File: src/rtl/mem_access_ctrl_pkg.sv
// Shared encodings for the data-memory access controller: access sizes and FSM states.
package mem_access_ctrl_pkg;

  localparam logic [1:0] SZ_WORD = 2'd0;
  localparam logic [1:0] SZ_BYTE = 2'd1;
  localparam logic [1:0] SZ_HALF = 2'd2;

  typedef enum logic [2:0] {
    IDLE    = 3'd0,
    BEAT0   = 3'd1,
    BEAT1   = 3'd2,
    RESP    = 3'd3,
    RELEASE = 3'd4
  } state_t;

  // Size code 3 falls through to a full word.
  function automatic logic [3:0] size_mask(input logic [1:0] size);
    case (size)
      SZ_BYTE: size_mask = 4'h1;
      SZ_HALF: size_mask = 4'h3;
      default: size_mask = 4'hF;
    endcase
  endfunction

endpackage

File: src/rtl/mem_access_ctrl_if.sv
// Word-aligned data bus between the access controller (master) and memory (slave).
interface mem_access_ctrl_if;
  logic [31:0] bus_addr;
  logic [31:0] bus_wdata;
  logic [3:0]  bus_wstrb;
  logic        bus_we;
  logic        bus_valid;
  logic        bus_ready;
  logic [31:0] bus_rdata;
  logic        bus_err;

  modport master (
    output bus_addr, bus_wdata, bus_wstrb, bus_we, bus_valid,
    input  bus_ready, bus_rdata, bus_err
  );

  modport slave (
    input  bus_addr, bus_wdata, bus_wstrb, bus_we, bus_valid,
    output bus_ready, bus_rdata, bus_err
  );
endinterface

File: src/rtl/mem_lane_align.sv
// Byte-lane placement for stores and right-justified extraction for loads over a two-word window.
module mem_lane_align
  import mem_access_ctrl_pkg::*;
(
  input  logic [1:0]  off,
  input  logic [1:0]  size,
  input  logic [31:0] wdata,
  input  logic [63:0] rdata,
  output logic [7:0]  strb,
  output logic [63:0] wdata_vec,
  output logic        split,
  output logic [31:0] rd_ext
);
  logic [4:0]  sh;
  logic [31:0] rd_shift;

  always_comb begin
    sh        = {off, 3'b000};
    strb      = {4'b0000, size_mask(size)} << off;
    wdata_vec = {32'h0, wdata} << sh;
    split     = |strb[7:4];
    rd_shift  = 32'(rdata >> sh);
    case (size)
      SZ_BYTE: rd_ext = {24'h0, rd_shift[7:0]};
      SZ_HALF: rd_ext = {16'h0, rd_shift[15:0]};
      default: rd_ext = rd_shift;
    endcase
  end
endmodule

File: src/rtl/mem_access_ctrl.sv
// Load/store to 32-bit bus access controller: one or two aligned beats per request, single-cycle completion pulse.
//  state   | meaning
//  IDLE    | waiting for a read/write request level
//  BEAT0   | first (or only) bus beat outstanding
//  BEAT1   | second beat of a word-crossing access outstanding
//  RESP    | ready (and err) pulse visible
//  RELEASE | waiting for both request levels to drop
module mem_access_ctrl
  import mem_access_ctrl_pkg::*;
(
  input  logic        clk,
  input  logic        rst,
  input  logic [31:0] req_addr,
  input  logic [31:0] req_wdata,
  input  logic [1:0]  req_size,
  input  logic        req_rd_en,
  input  logic        req_wr_en,
  output logic [31:0] rd_data,
  output logic        rd_ready,
  output logic        wr_ready,
  output logic        err,
  mem_access_ctrl_if.master bus
);
  state_t      state_q, state_n;
  logic [1:0]  off_q, off_n, size_q, size_n;
  logic [31:0] wdata_q, wdata_n, lo_q, lo_n;
  logic        op_wr_q, op_wr_n;
  logic [31:0] rd_data_n;
  logic        rd_ready_n, wr_ready_n, err_n;
  logic [31:0] baddr_q, baddr_n, bwdata_q, bwdata_n;
  logic [3:0]  bstrb_q, bstrb_n;
  logic        bwe_q, bwe_n, bvalid_q, bvalid_n;
  logic        idle, handshake, finish, fin_err;

  logic [1:0]  al_off, al_size;
  logic [31:0] al_wdata, al_rd;
  logic [63:0] al_rdata, al_wvec;
  logic [7:0]  al_strb;
  logic        al_split;

  // In IDLE the first beat is built straight from the request so bus_valid can rise one cycle later.
  assign idle      = (state_q == IDLE);
  assign al_off    = idle ? req_addr[1:0] : off_q;
  assign al_size   = idle ? req_size      : size_q;
  assign al_wdata  = idle ? req_wdata     : wdata_q;
  assign al_rdata  = (state_q == BEAT1) ? {bus.bus_rdata, lo_q} : {32'h0, bus.bus_rdata};
  assign handshake = bvalid_q && bus.bus_ready;

  mem_lane_align u_align (
    .off       (al_off),
    .size      (al_size),
    .wdata     (al_wdata),
    .rdata     (al_rdata),
    .strb      (al_strb),
    .wdata_vec (al_wvec),
    .split     (al_split),
    .rd_ext    (al_rd)
  );

  always_comb begin
    state_n    = state_q;
    off_n      = off_q;
    size_n     = size_q;
    wdata_n    = wdata_q;
    op_wr_n    = op_wr_q;
    lo_n       = lo_q;
    rd_data_n  = rd_data;
    rd_ready_n = 1'b0;
    wr_ready_n = 1'b0;
    err_n      = 1'b0;
    baddr_n    = baddr_q;
    bwdata_n   = bwdata_q;
    bstrb_n    = bstrb_q;
    bwe_n      = bwe_q;
    bvalid_n   = bvalid_q;
    finish     = 1'b0;
    fin_err    = 1'b0;

    case (state_q)
      IDLE: begin
        if (req_wr_en || req_rd_en) begin
          off_n    = req_addr[1:0];
          size_n   = req_size;
          wdata_n  = req_wdata;
          op_wr_n  = req_wr_en;
          baddr_n  = {req_addr[31:2], 2'b00};
          bwdata_n = al_wvec[31:0];
          bstrb_n  = req_wr_en ? al_strb[3:0] : 4'h0;
          bwe_n    = req_wr_en;
          bvalid_n = 1'b1;
          state_n  = BEAT0;
        end
      end
      BEAT0: begin
        if (handshake) begin
          lo_n = bus.bus_rdata;
          if (al_split && !bus.bus_err) begin
            baddr_n  = baddr_q + 32'd4;
            bwdata_n = al_wvec[63:32];
            bstrb_n  = op_wr_q ? al_strb[7:4] : 4'h0;
            state_n  = BEAT1;
          end else begin
            finish  = 1'b1;
            fin_err = bus.bus_err;
          end
        end
      end
      BEAT1: begin
        if (handshake) begin
          finish  = 1'b1;
          fin_err = bus.bus_err;
        end
      end
      RESP:    state_n = RELEASE;
      RELEASE: if (!req_rd_en && !req_wr_en) state_n = IDLE;
      default: state_n = IDLE;
    endcase

    if (finish) begin
      state_n    = RESP;
      bvalid_n   = 1'b0;
      rd_ready_n = !op_wr_q;
      wr_ready_n = op_wr_q;
      err_n      = fin_err;
      if (!op_wr_q) rd_data_n = fin_err ? 32'h0 : al_rd;
    end
  end

  always_ff @(posedge clk or posedge rst) begin
    if (rst) begin
      state_q  <= IDLE;
      off_q    <= 2'b00;
      size_q   <= SZ_WORD;
      wdata_q  <= 32'h0;
      op_wr_q  <= 1'b0;
      lo_q     <= 32'h0;
      rd_data  <= 32'h0;
      rd_ready <= 1'b0;
      wr_ready <= 1'b0;
      err      <= 1'b0;
      baddr_q  <= 32'h0;
      bwdata_q <= 32'h0;
      bstrb_q  <= 4'h0;
      bwe_q    <= 1'b0;
      bvalid_q <= 1'b0;
    end else begin
      state_q  <= state_n;
      off_q    <= off_n;
      size_q   <= size_n;
      wdata_q  <= wdata_n;
      op_wr_q  <= op_wr_n;
      lo_q     <= lo_n;
      rd_data  <= rd_data_n;
      rd_ready <= rd_ready_n;
      wr_ready <= wr_ready_n;
      err      <= err_n;
      baddr_q  <= baddr_n;
      bwdata_q <= bwdata_n;
      bstrb_q  <= bstrb_n;
      bwe_q    <= bwe_n;
      bvalid_q <= bvalid_n;
    end
  end

  assign bus.bus_addr  = baddr_q;
  assign bus.bus_wdata = bwdata_q;
  assign bus.bus_wstrb = bstrb_q;
  assign bus.bus_we    = bwe_q;
  assign bus.bus_valid = bvalid_q;
endmodule
File: src/flat_wrapper.sv
// flat-port wrapper written by rule: the top's interface ports become plain ports
module mem_access_ctrl_flat import mem_access_ctrl_pkg::*;
  (clk, rst, req_addr, req_wdata, req_size, req_rd_en, req_wr_en, rd_data, rd_ready, wr_ready, err, bus_bus_addr, bus_bus_wdata, bus_bus_wstrb, bus_bus_we, bus_bus_valid, bus_bus_ready, bus_bus_rdata, bus_bus_err);
  mem_access_ctrl_if bus_i ();
  input  logic clk;
  input  logic rst;
  input  logic [31:0] req_addr;
  input  logic [31:0] req_wdata;
  input  logic [1:0] req_size;
  input  logic req_rd_en;
  input  logic req_wr_en;
  output logic [31:0] rd_data;
  output logic rd_ready;
  output logic wr_ready;
  output logic err;
  output wire logic [$bits(bus_i.bus_addr)-1:0] bus_bus_addr;
  output wire logic [$bits(bus_i.bus_wdata)-1:0] bus_bus_wdata;
  output wire logic [$bits(bus_i.bus_wstrb)-1:0] bus_bus_wstrb;
  output wire logic [$bits(bus_i.bus_we)-1:0] bus_bus_we;
  output wire logic [$bits(bus_i.bus_valid)-1:0] bus_bus_valid;
  input wire logic [$bits(bus_i.bus_ready)-1:0] bus_bus_ready;
  input wire logic [$bits(bus_i.bus_rdata)-1:0] bus_bus_rdata;
  input wire logic [$bits(bus_i.bus_err)-1:0] bus_bus_err;
  assign bus_bus_addr = bus_i.bus_addr;
  assign bus_bus_wdata = bus_i.bus_wdata;
  assign bus_bus_wstrb = bus_i.bus_wstrb;
  assign bus_bus_we = bus_i.bus_we;
  assign bus_bus_valid = bus_i.bus_valid;
  assign bus_i.bus_ready = bus_bus_ready;
  assign bus_i.bus_rdata = bus_bus_rdata;
  assign bus_i.bus_err = bus_bus_err;
  mem_access_ctrl u_core (.clk(clk), .rst(rst), .req_addr(req_addr), .req_wdata(req_wdata), .req_size(req_size), .req_rd_en(req_rd_en), .req_wr_en(req_wr_en), .rd_data(rd_data), .rd_ready(rd_ready), .wr_ready(wr_ready), .err(err), .bus(bus_i));
endmodule
File: config.mk
export PLATFORM = sky130hd
export DESIGN_NAME = mem_access_ctrl_flat
export DESIGN_NICKNAME = d
export VERILOG_FILES = /design/src/rtl/mem_access_ctrl_pkg.sv /design/src/rtl/mem_access_ctrl_if.sv /design/src/rtl/mem_lane_align.sv /design/src/rtl/mem_access_ctrl.sv /design/src/flat_wrapper.sv
export SDC_FILE = /design/constraint.sdc
export NUM_CORES = 1
export LEC_CHECK = 0
export ABC_CLOCK_PERIOD_IN_PS = 15100
export CAP_MARGIN = 0
export CORE_MARGIN = 3
export CORE_UTILIZATION = 42
export DETAILED_ROUTE_END_ITERATION = 8
export PLACE_DENSITY_LB_ADDON = 0.2
export RECOVER_POWER = 25
export SYNTH_ARGS = -nofsm -noshare
export SYNTH_HDL_FRONTEND = slang
export SYNTH_SLANG_ARGS = --single-unit
File: constraint.sdc
create_clock -name clk -period 15.1 [get_ports clk]
set_input_delay 3.775 -clock clk [delete_from_list [all_inputs] [get_ports clk]]
set_output_delay 3.775 -clock clk [all_outputs]
set_load 0.005 [all_outputs]
**Word level (Yosys, flattened, before mapping)**

Index checks and enable logic that the tools add are counted.

- Register bits after elaboration: 176
- Input port bits: 104
- Output and inout bits: 105

- $add $sub $neg: 1
- Eq/ne operators: 14
- Shift-type cells: 3
- Multiplexer cells: 41
- Bitwise operators: 1
- Reduce and logical (&&, ||, !) cells: 19

Operators with widths:

| operator | number |
|---|---|
| 2-to-1 mux 32 bit | 8 |
| case mux 32 bit (2 select lines) | 3 |
| 2-to-1 mux 64 bit | 1 |
| left shift 32 x 5 -> 64 bit | 1 |
| >> shifter 64 x 5 -> 32 bit | 1 |
| adder 32 x 3 -> 32 bit, second input constant | 1 |
| 2-to-1 mux 4 bit | 5 |
| case mux 4 bit (2 select lines) | 2 |
| 2-to-1 mux 3 bit | 5 |
| case mux 3 bit (5 select lines) | 1 |
| 2-to-1 mux 1 bit | 12 |
| != test 3 x 1 -> 1 bit, second input constant | 3 |
| AND reduction 2 bit | 4 |
| left shift 4 x 2 -> 8 bit | 1 |
| == test 3 x 2 -> 1 bit, second input constant | 2 |
| != test 2 x 1 -> 1 bit, second input constant | 3 |
| nonzero test 2 bit | 3 |
| AND reduction 5 bit | 1 |
| logical NOT 1 bit | 4 |
| 2-to-1 mux 2 bit | 2 |
| case mux 1 bit (2 select lines) | 2 |
| AND reduction 4 bit | 1 |
| OR reduction 4 bit | 1 |
| == test 3 x 1 -> 1 bit, second input constant | 1 |
| 9 further kinds | 11 |

**Longest topological paths before layout**

Gate-level depths: netlist of the first run.

- Depth after elaboration: 12
- Gate-level depth with buffers: 16
- Gate-level depth less buffers: 11

**Hierarchy**

Synthesis of the first run repeated with hierarchy kept, for this count alone.

- Cells, all modules: 1160
- Area total of the unflattened synthesis: 10493.8 um^2

By module, submodules not included:

| module | times used | cells an instance | area each (um^2) | sequential area each (um^2) |
|---|---|---|---|---|
| mem_access_ctrl | 1 | 944 | 8759.7 | 4354.2 |
| mem_lane_align | 1 | 216 | 1734.2 | 0.0 |

**Worst setup path before layout of the first run**

Ideal clock, no wire load.

- Path type: input-to-reg
- Start: input req_size[1]
- End: register u_core.rd_data[24]
- Setup time: 0.126 ns
- Arrival time: 5.671 ns
- Required time: 14.974 ns
- Slack: 9.303 ns
- Stages: 11
- Cell sequence: nand2_1 -> nand2_1 -> ha_1 -> clkbuf_1 -> o21ai_0 -> a221o_1 -> nand2_1 -> inv_1 -> and2_1 -> clkbuf_1 -> a221o_1

- Cells in the longest elaborated chain, start to end: 10

RTL lines:

| what | RTL line | RTL |
|---|---|---|
| start, declared | flat_wrapper.sv:9 | `input logic [1:0] req_size;` |
| 2-to-1 mux 2 bit (*) | mem_access_ctrl.sv:44 | `assign al_size = idle ? req_size : size_q;` |
| == test 2 bit or == test 2 x 1 -> 1 bit (tied branches) | mem_access_ctrl_pkg.sv:18, mem_lane_align.sv:23 |  |
| case mux 4 bit (2 select lines) | mem_access_ctrl_pkg.sv:18 | `case (size)` |
| left shift 4 x 2 -> 8 bit | mem_lane_align.sv:19 | `strb = {4'b0000, size_mask(size)} << off;` |
| OR reduction 4 bit | mem_lane_align.sv:21 | `split = \|strb[7:4];` |
| logical AND 1 bit | mem_access_ctrl.sv:97 | `if (al_split && !bus.bus_err) begin` |
| 2-to-1 mux 1 bit | mem_access_ctrl.sv:97 |  |
| 2-to-1 mux 1 bit | mem_access_ctrl.sv:95 | `if (handshake) begin` |
| case mux 1 bit (2 select lines) | mem_access_ctrl.sv:79 | `case (state_q)` |
| 2-to-1 mux 32 bit or AND reduction 2 bit (tied branches) | n/a |  |
| end signal, assigned | mem_access_ctrl.sv:153 | `rd_data <= rd_data_n;` |
| end, declared | mem_access_ctrl.sv:18 | `output logic [31:0] rd_data,` |

Mark *: on every way between the ends. The rest lies on a longest branch, timed or not.
A chain may end at the register's enable or synchronous reset.

==> results of run 1 <==
per-stage QoR:
stage	setup slack (ns)	hold slack (ns)	instance area, um^2
after floorplan	6.608	0.4450	10330
after global placement	8.352	0.4630	12590
after detailed placement	8.310	0.4731	12590
after CTS	8.779	0.4857	13170
after global routing	6.936	0.5040	13170
final	7.657	0.4791	13170
final cells by class:
type                    count  area, um^2
clock buffers              18       439.2
clock inverters            14       140.1
fillers                  2198       10660
inverters                   8       31.28
multi-input cells         812        5602
flip-flops and latches    174        4355
well taps                 319       399.1
repair buffers            225        2200
where the power goes:
group          internal [W]  total, W  switching (W)
clock              0.000225  0.000441       0.000217
combinational      0.000766   0.00164       0.000878
sequential         0.000688  0.000888       0.000200
total               0.00168   0.00297        0.00129
critical path: cells and delay by family:
| kind | cells | cell delay [ns] |
|---|---|---|
| buffers and inverters | 3 | 3.98 |
metal layers:
layer  GRT usage (%)  routed length [um]
met4           8.766                 962
met5               0                   0
met3           3.739                2095
met2           42.21               16370
met1           31.66               13710
Yosys cell counts, types with 4 or more instances:
| cell type | instances |
|---|---|
| nor2b_1 | 8 |
| a21oi_1 | 43 |
| nand2_1 | 200 |
| nor4_1 | 4 |
| o211ai_1 | 4 |
| a31oi_1 | 14 |
| inv_1 | 8 |
| o21ai_0 | 65 |
| nor3_1 | 18 |
| a221o_1 | 25 |
| a2bb2oi_1 | 24 |
| o22a_1 | 9 |
| a22o_1 | 9 |
| nand3_1 | 27 |
| o2bb2ai_1 | 7 |
| a32oi_1 | 11 |
| and3_1 | 5 |
| nor2_1 | 33 |
| buf_1 | 13 |
| clkbuf_1 | 36 |
| nand4_1 | 11 |
| mux2i_1 | 140 |
| and2_1 | 6 |
| o311a_1 | 8 |
| buf_2 | 33 |
| mux2_2 | 63 |
| o22ai_1 | 25 |
| o31ai_1 | 4 |
| dfrtp_1 | 174 |
flip-flops by register name, indices dropped and copies added (netlist names), 2 cells and up:
name and count:
u_core.bus.bus_wdata 32, u_core.lo_q 32, u_core.rd_data 32, u_core.wdata_q 32, u_core.bus.bus_addr 30, u_core.bus.bus_wstrb 4, u_core.state_q 3, u_core.off_q 2
u_core.size_q 2
cells by family (layout without fill, tap and decap cells):
group                      count (synthesis)  count (layout)  share of synthesized area [%]
and+or+nand+nor                          333             333                          14.34
AOI/OAI and AO/OA                        268             268                          18.22
muxes                                    205             205                          20.67
DFF                                      174             174                          42.18
buffers and inverters                     95             265                          4.109
adders and majority gates                  3               3                         0.3637
other                                      1               2                        0.03633
xor gates and xnor gates                   1               1                        0.08486
path summary, 6_finish.rpt:
path	end	slack, ns	cells after the start
worst max-delay path	u_core.bus.bus_addr[5]	7.66	3
worst min-delay path	u_core.rd_data[0]	0.48	2
worst max register to register	u_core.bus.bus_wdata[15]	11.30	10
worst min register to register	u_core.rd_data[0]	0.48	2
max in group clk	u_core.bus.bus_wdata[15]	8.73	9
min in group asynchronous	u_core.lo_q[14]	5.07	2
==> run metrics, run 1 <==
commonest non-fill, non-tap cell in the layout=nand2_1; Syn Area/Cell=9.558 um^2; die area=26490 um^2; CP Launch Type=input port; Final Skew=0.01800 ns; crit path DAT=7.85 ns; cts bufs inserted=17; period utilization=49.29%; Synth cell types=64; Worst-path clk slew=0.07 ns; initial antenna violation count=0; Final Util=55.27%; hold path start=u_core.rd_data[0]; synthesized cell area=10320 um^2; final cell count without fillers=1570; TritonCTS clock tree=yes; Peak VDD IR=0.1043 mV; register bit total from synthesis=174; violated checks=max-capacitance violations, max-slew violations; Req. time, crit path=15.50 ns; PwrDens=225.7 nW/um^2; Reg2Reg Launch Point=u_core.state_q[0]; Worst setup EP type=asynchronous set/reset pin; clock buffer depth=2; Synth area leader=dfrtp_1; post-DR vias/cell=5.920; CTS Hold Bufs=0; vias in the first global route=9170; clk_lat worst skew=0.44 ns; sequential fraction of the synthesis area=42.18%; commonest cells after routing, fill and taps aside=nand2_1, clkdlybuf4s50_1, dfrtp_1; pin count of the biggest net entering global routing=96; WL final=33140 um; RSZ-0062 raised after global routing=no; Synth Warn #=0; Placed Instances=1538; first-pass GRT wire length=51340 um; CTS root buffer=clkbuf_16; ys flop type=dfrtp_1; post_cts resized=0; Die H=162.8 um; Leak=5.604 nW; htree depth=4; Post-synth EDFFs=0; nets@finish=1345; DP Wirelength=22880 um; max-cap violation count=1; outcome=finished with violations; Hold Crit Class=reg -> reg; drt first pass iters=5; Pins Over Slew Limit=96; post-layout min period=7.443 ns; f_max=134.4 MHz; Setup crit start=rst; DRC viols=0; Mapped Cells=1080; largest fanout on the critical path=95; DR vias=9295; final setup vio count=0; GRT overflow=0; Die Wd=162.8 um; Rel. slew slack=-187.5%; total track usage=24.62%; layout cells sized above 1=10.47%; routability cong.=0.9038; crit path cell chain=dlygate4sd3_1 > clkinvlp_2 > buf_4; Initial DRC Count=927; Worst Tran Pin Value=4.289 ns; Crit Path Category=in -> async; Layout area overhead=27.55%; post-route antenna net violation count=0; PortBufs=206; Total Power=0.002972 W; Diodes inserted=0; synth top area cells=dfrtp_1, mux2i_1, nand2_1; share of the synthesized area in the top cell type=42.18%; setup_tns=0 ns; Synth async-reset ratio=100.0%; final hold vios=0; Critical Path Slowest Stage Cell=clkinvlp_2; total I/O pin count=209; Post-CTS Setup Bufs=0; Worst path max stage delay=2.37 ns; initial core utilization=43.33%; CORE AREA=23820 um^2; Rows=56; average wire per standard cell=21.11 um; Clock Sink Count=174
Power figures use the tool's default switching activity.
==> run 2: changes to the inputs <==
- ABC_CLOCK_PERIOD_IN_PS: 15100 -> 7000
- clock period: 15.1 -> 7 ns (I/O delays scaled with it)
==> run metrics, run 2 (same netlist as run 1, synthesis figures left out) <==
Crit Path Category=in -> reg; post-DR vias/cell=5.910 (-0.18%); Top delay family on crit path=compound AO/OA/AOI/OAI gates; Final Util=55.28% (about the same); top routing layer in use=met4; Hold Crit Class=reg -> reg; TritonCTS clock tree=yes; PwrDens=485.5 nW/um^2 (+120%); Peak VDD IR=0.3528 mV (+240%); WL final=33070 um (-0.23%); Critical Path Slowest Stage Cell=a21oi_4; Layout fillers=2172 (-1.2%); period utilization=61.22%; average wire per standard cell=21.06 um (-0.23%); initial antenna violation count=1 (+1); Hold Path Sink=u_core.size_q[1]; PortBufs=206 (unchanged); DR vias=9278 (-0.18%); post-route cell area=13170 um^2 (about the same); GRT overflow=0 (unchanged); layout cells sized above 1=10.32% (-0.15 points); Die H=162.8 um (unchanged); Layout area overhead=27.59% (about the same); wire length on met2=16260 um (-0.69%); routability cong.=0.8843 (-2.2%); commonest non-fill, non-tap cell in the layout=clkdlybuf4s50_1; first-pass GRT wire length=51790 um (+0.87%); htree depth=4 (unchanged); DRC viols=0 (unchanged); final setup vio count=0 (unchanged); M1 wire length=13650 um (-0.47%); crit path DAT=4.61 ns (-3.24 ns); CTS Hold Bufs=0 (unchanged); post_cts resized=0 (unchanged); total track usage=24.84% (+0.23 points); DP Wirelength=23060 um (+0.80%); Post-CTS Setup Bufs=0 (unchanged); Buf/Inv on CP=2 (-1); Initial DRC Count=680 (-27%); hold path start=u_core.size_q[1]; Worst Hold Path Cells=2 (unchanged); Clock Sink Count=174 (unchanged); outcome=finished with violations; crit path cell chain=clkdlybuf4s50_1 > mux2i_1 > ha_1 > o21ai_0 > a211oi_2 > nor2_1 > buf_4 > a21oi_4 > mux2_2; Worst path max stage delay=0.55 ns (-1.82 ns); Placed Instances=1538 (unchanged); vias in the first global route=9178 (+0.087%); Req. time, crit path=7.33 ns (-8.17 ns); pin count of the biggest net entering global routing=97 (+1.0%); total I/O pin count=209 (unchanged); initial core utilization=43.33% (unchanged); Die Wd=162.8 um (unchanged); Rel. slew slack=-9.494% (+180 points); clk_lat worst skew=0.44 ns (about the same); drt first pass iters=6 (+1); Placement Cell Area=12590 um^2 (unchanged); final hold vios=0 (unchanged); max-cap violation count=1 (unchanged); CTS root buffer=clkbuf_16; Worst setup EP type=flop; Pins Over Slew Limit=32 (-67%); RSZ-0062 raised after global routing=no; cts bufs inserted=17 (unchanged); clock buffer depth=2 (unchanged); setup_tns=0 ns (unchanged); die area=26490 um^2 (unchanged); post-route antenna net violation count=0 (unchanged); Worst R2R Path Depth=12 (+2); CP Launch Type=input port; FF-to-FF End=u_core.bus.bus_wdata[12]; f_max=233.4 MHz; largest fanout on the critical path=28 (-71%); Worst Tran Pin Value=1.642 ns (-2.647 ns); violated checks=max-capacitance violations, max-slew violations; Worst-path clk slew=0.08 ns (about the same); Leak=5.569 nW (-0.63%); WL met3=2056 um (-1.9%); nets@finish=1345 (unchanged); Final Skew=0.01334 ns (-0.004663 ns); commonest cells after routing, fill and taps aside=clkdlybuf4s50_1, nand2_1, dfrtp_1; final cell count without fillers=1570 (unchanged); Reg2Reg Launch Point=u_core.state_q[0]; register-to-register setup slack=2.85 ns (-8.45 ns); post-layout min period=4.285 ns; Rows=56 (unchanged); CORE AREA=23820 um^2 (unchanged)
## run 2: layout make-up
type / count / area [um^2] / area share, %
inverters: 8 / 35.03 / 0.2660
well taps: 319 / 399.1 / 3.031
clock inverters: 14 / 155.1 / 1.178
flip-flops and latches: 174 / 4355 / 33.07
clock buffers: 17 / 425.4 / 3.230
diodes: 1 / 2.502 / 0.01900
multi-input cells: 812 / 5602 / 42.53
repair buffers: 225 / 2196 / 16.67
## run 2: where the power goes
group          leakage (nW)  switching [W]  total, W  internal (W)
Clock                 0.277       0.000463  0.000938      0.000475
Sequential             2.14       0.000423   0.00191       0.00148
Combinational          3.15        0.00189   0.00355       0.00166
## run 2: per-stage QoR
step / hold slack [ns] / total power [W] / setup WS, ns
finish: 0.4816 / 0.006394 / 2.715
CTS: 0.4790 / 0.006417 / 2.728
floorplan: 0.4450 / 0.004125 / 0.5332
detailed placement: 0.4625 / 0.005464 / 2.262
global route: 0.4997 / 0.006861 / 2.502
global placement: 0.4570 / 0.005405 / 2.290
## run 2: worst reg2reg max path, cell delays in order (launching register included)
cell and delay [ns]:
dfrtp_1 0.92, or3_1 0.23, buf_4 0.47, nand2_1 0.11
nand2_1 0.11, inv_1 0.05, ha_1 0.22, nand3b_1 0.24
a211oi_2 0.41, nor2_1 0.07, buf_4 0.23, a21oi_4 0.56
mux2_2 0.42
## run 2: worst max path at each step
stage                      startpoint  slack [ns]                        to  cells past startpoint
after floorplan                   rst        0.53   u_core.bus.bus_addr[10]                      1
after global placement    req_size[0]        2.29  u_core.bus.bus_wdata[10]                      9
after detailed placement  req_size[0]        2.26   u_core.bus.bus_wdata[9]                     10
after CTS                 req_size[0]        2.73  u_core.bus.bus_wdata[12]                     10
after global routing      req_size[1]        2.50   u_core.bus.bus_wdata[8]                     10
final                     req_size[0]        2.71  u_core.bus.bus_wdata[12]                      9
## run 2: routing by layer
layer | track usage, % | vias up
li1 | - | 4315
met2 | 41.57 | 373
met1 | 32.26 | 4536
met4 | 9.266 | 0
met3 | 4.400 | 54
met5 | 0 | -
==> run 3: changes to the inputs <==
- ABC_CLOCK_PERIOD_IN_PS: 7000 -> 3950
- clock period: 7 -> 3.95 ns (I/O delays scaled with it)
==> run metrics, run 3 (same netlist as run 1, synthesis figures left out) <==
crit path cell chain=clkdlybuf4s50_1 > mux2i_1 > ha_1 > o21ai_0 > a211oi_2 > o22ai_4 > nor3_1 > a221o_1; Post-CTS Setup Bufs=0 (unchanged); Hold Crit Class=reg -> reg; DR vias=9341 (+0.68%); Critical Path Slowest Stage Cell=o22ai_4; nets@finish=1354 (+0.67%); crit path DAT=3.62 ns (-0.99 ns); Worst setup EP type=flop; Clock Sink Count=174 (unchanged); CTS root buffer=clkbuf_16; P_sw=0.004945 W (+78%); Initial DRC Count=749 (+10%); final setup vio count=0 (unchanged); Buf/Inv on CP=1 (-1); final hold vios=0 (unchanged); Worst path max stage delay=0.84 ns (+0.29 ns); initial core utilization=43.33% (unchanged); drt first pass iters=5 (-1); CORE AREA=23820 um^2 (unchanged); RSZ-0062 raised after global routing=no; outcome=completed; period utilization=83.65%; Crit Path Category=in -> reg; clock network fraction of total power=15.5% (+0.8 points); WL final=33530 um (+1.4%); switching part of the total=42.70% (-0.64 points); Req. time, crit path=4.26 ns (-3.07 ns); Reg power frac=29.5% (-0.3 points); Final Skew=0.01335 ns (+0.00001640 ns); CTS Hold Bufs=0 (unchanged); Int Power=0.006636 W (+83%); initial antenna violation count=6 (+5); Die Wd=162.8 um (unchanged); die area=26490 um^2 (unchanged); critical path depth=8 (-1); Die H=162.8 um (unchanged); Final Util=55.74% (+0.45 points); PwrDens=872.2 nW/um^2 (+80%); Rows=56 (unchanged); Worst R2R Path Depth=8 (-4); post_cts resized=0 (unchanged); register area=4355 um^2 (unchanged); layout cells sized above 1=10.95% (+0.63 points); post-layout min period=3.304 ns; total track usage=24.88% (+0.041 points); max-cap violation count=0 (-1); pin count of the biggest net entering global routing=175 (+80%); multi-input logic area=5594 um^2 (-0.13%); Layout area overhead=28.63%; setup_tns=0 ns (unchanged); Worst-path clk slew=0.08 ns (about the same); commonest cells after routing, fill and taps aside=clkdlybuf4s50_1, nand2_1, dfrtp_1; first-pass GRT wire length=51830 um (about the same); Worst Hold Path Cells=2 (unchanged); Top delay family on crit path=compound AO/OA/AOI/OAI gates; CP Launch Type=input port; combinational fraction of design power=55.0% (-0.5 points); Peak VDD IR=0.3595 mV (+1.9%); htree depth=4 (unchanged); Rel. slew slack=25.26% (+35 points); register-to-register setup slack=0.85 ns (-2.00 ns); routability cong.=0.9514 (+7.6%); Pins Over Slew Limit=0 (-100%); TritonCTS clock tree=yes; post-DR vias/cell=5.905 (about the same); cts bufs inserted=17 (unchanged); total I/O pin count=209 (unchanged); commonest non-fill, non-tap cell in the layout=clkdlybuf4s50_1; clock buffer depth=2 (unchanged); f_max=302.6 MHz; DP Wirelength=23520 um (+2.0%); Leak=5.632 nW (+1.1%); Worst Tran Pin Value=1.113 ns (-0.5299 ns); vias in the first global route=9273 (+1.0%); largest fanout on the critical path=43 (+54%); post-route antenna net violation count=0 (unchanged); GRT overflow=0 (unchanged); Layout fillers=2164 (-0.37%); DRC viols=0 (unchanged); PortBufs=206 (unchanged); average wire per standard cell=21.20 um (+0.64%); clk_lat worst skew=0.44 ns (about the same)
==> run 3: path summary, 6_finish.rpt <==
path	startpoint	end
max in group asynchronous	rst	u_core.op_wr_q
min reg2reg	u_core.rd_data[17]	u_core.rd_data[17]
max reg2reg	u_core.state_q[2]	u_core.bus.bus_wdata[20]
max	req_size[0]	u_core.bus.bus_wdata[20]
min in group asynchronous	rst	u_core.rd_data[7]
min	u_core.rd_data[17]	u_core.rd_data[17]
==> run 3: tightest hold or removal path, stage by stage (launching register included) <==
cell	delay [ns]
dfrtp_1	0.35
nand2_1	0.05
o21ai_0	0.06
==> run 3: power groups by stage <==
stage	clock network (W)	registers [W]	logic, W
2_1_floorplan	0	0.00318	0.00413
3_3_place_gp	0	0.00342	0.00624
3_5_place_dp	0	0.00342	0.00636
4_1_cts	0.00183	0.00340	0.00638
5_1_grt	0.00190	0.00353	0.00693
6_report	0.00180	0.00341	0.00637
==> run 3: final cells by class <==
cell class	count	area share, %
Sequential cell	174	32.80
Timing Repair Buffer	234	17.17
Inverter	8	0.2544
Antenna cell	3	0.05654
Clock buffer	19	3.260
Clock inverter	13	1.319
Multi-Input combinational cell	812	42.13
Tap cell	319	3.006
==> run 3: layer usage <==
| metal | GRT usage (%) | vias to the layer above | wire length (um) |
|---|---|---|---|
| li1 | - | 4339 | - |
| met1 | 31.85 | 4584 | 13750 |
| met2 | 41.66 | 347 | 16390 |
| met3 | 4.349 | 67 | 2163 |
| met4 | 10.38 | 4 | 1211 |
| met5 | 0 | - | 24 |
==> run 3: through the flow <==
stage	worst slack (ns)	total power, W	hold WS, ns	instances	cell area [um^2]
floorplan	0.5078	0.007311	0.4450	1081	10330
global placement	0.2570	0.009658	0.4591	1547	12660
detailed placement	0.1867	0.009786	0.4709	1547	12660
CTS	0.6438	0.01161	0.4866	1579	13270
global route	0.3983	0.01236	0.5089	1581	13280
finish	0.6457	0.01158	0.4824	1582	13280
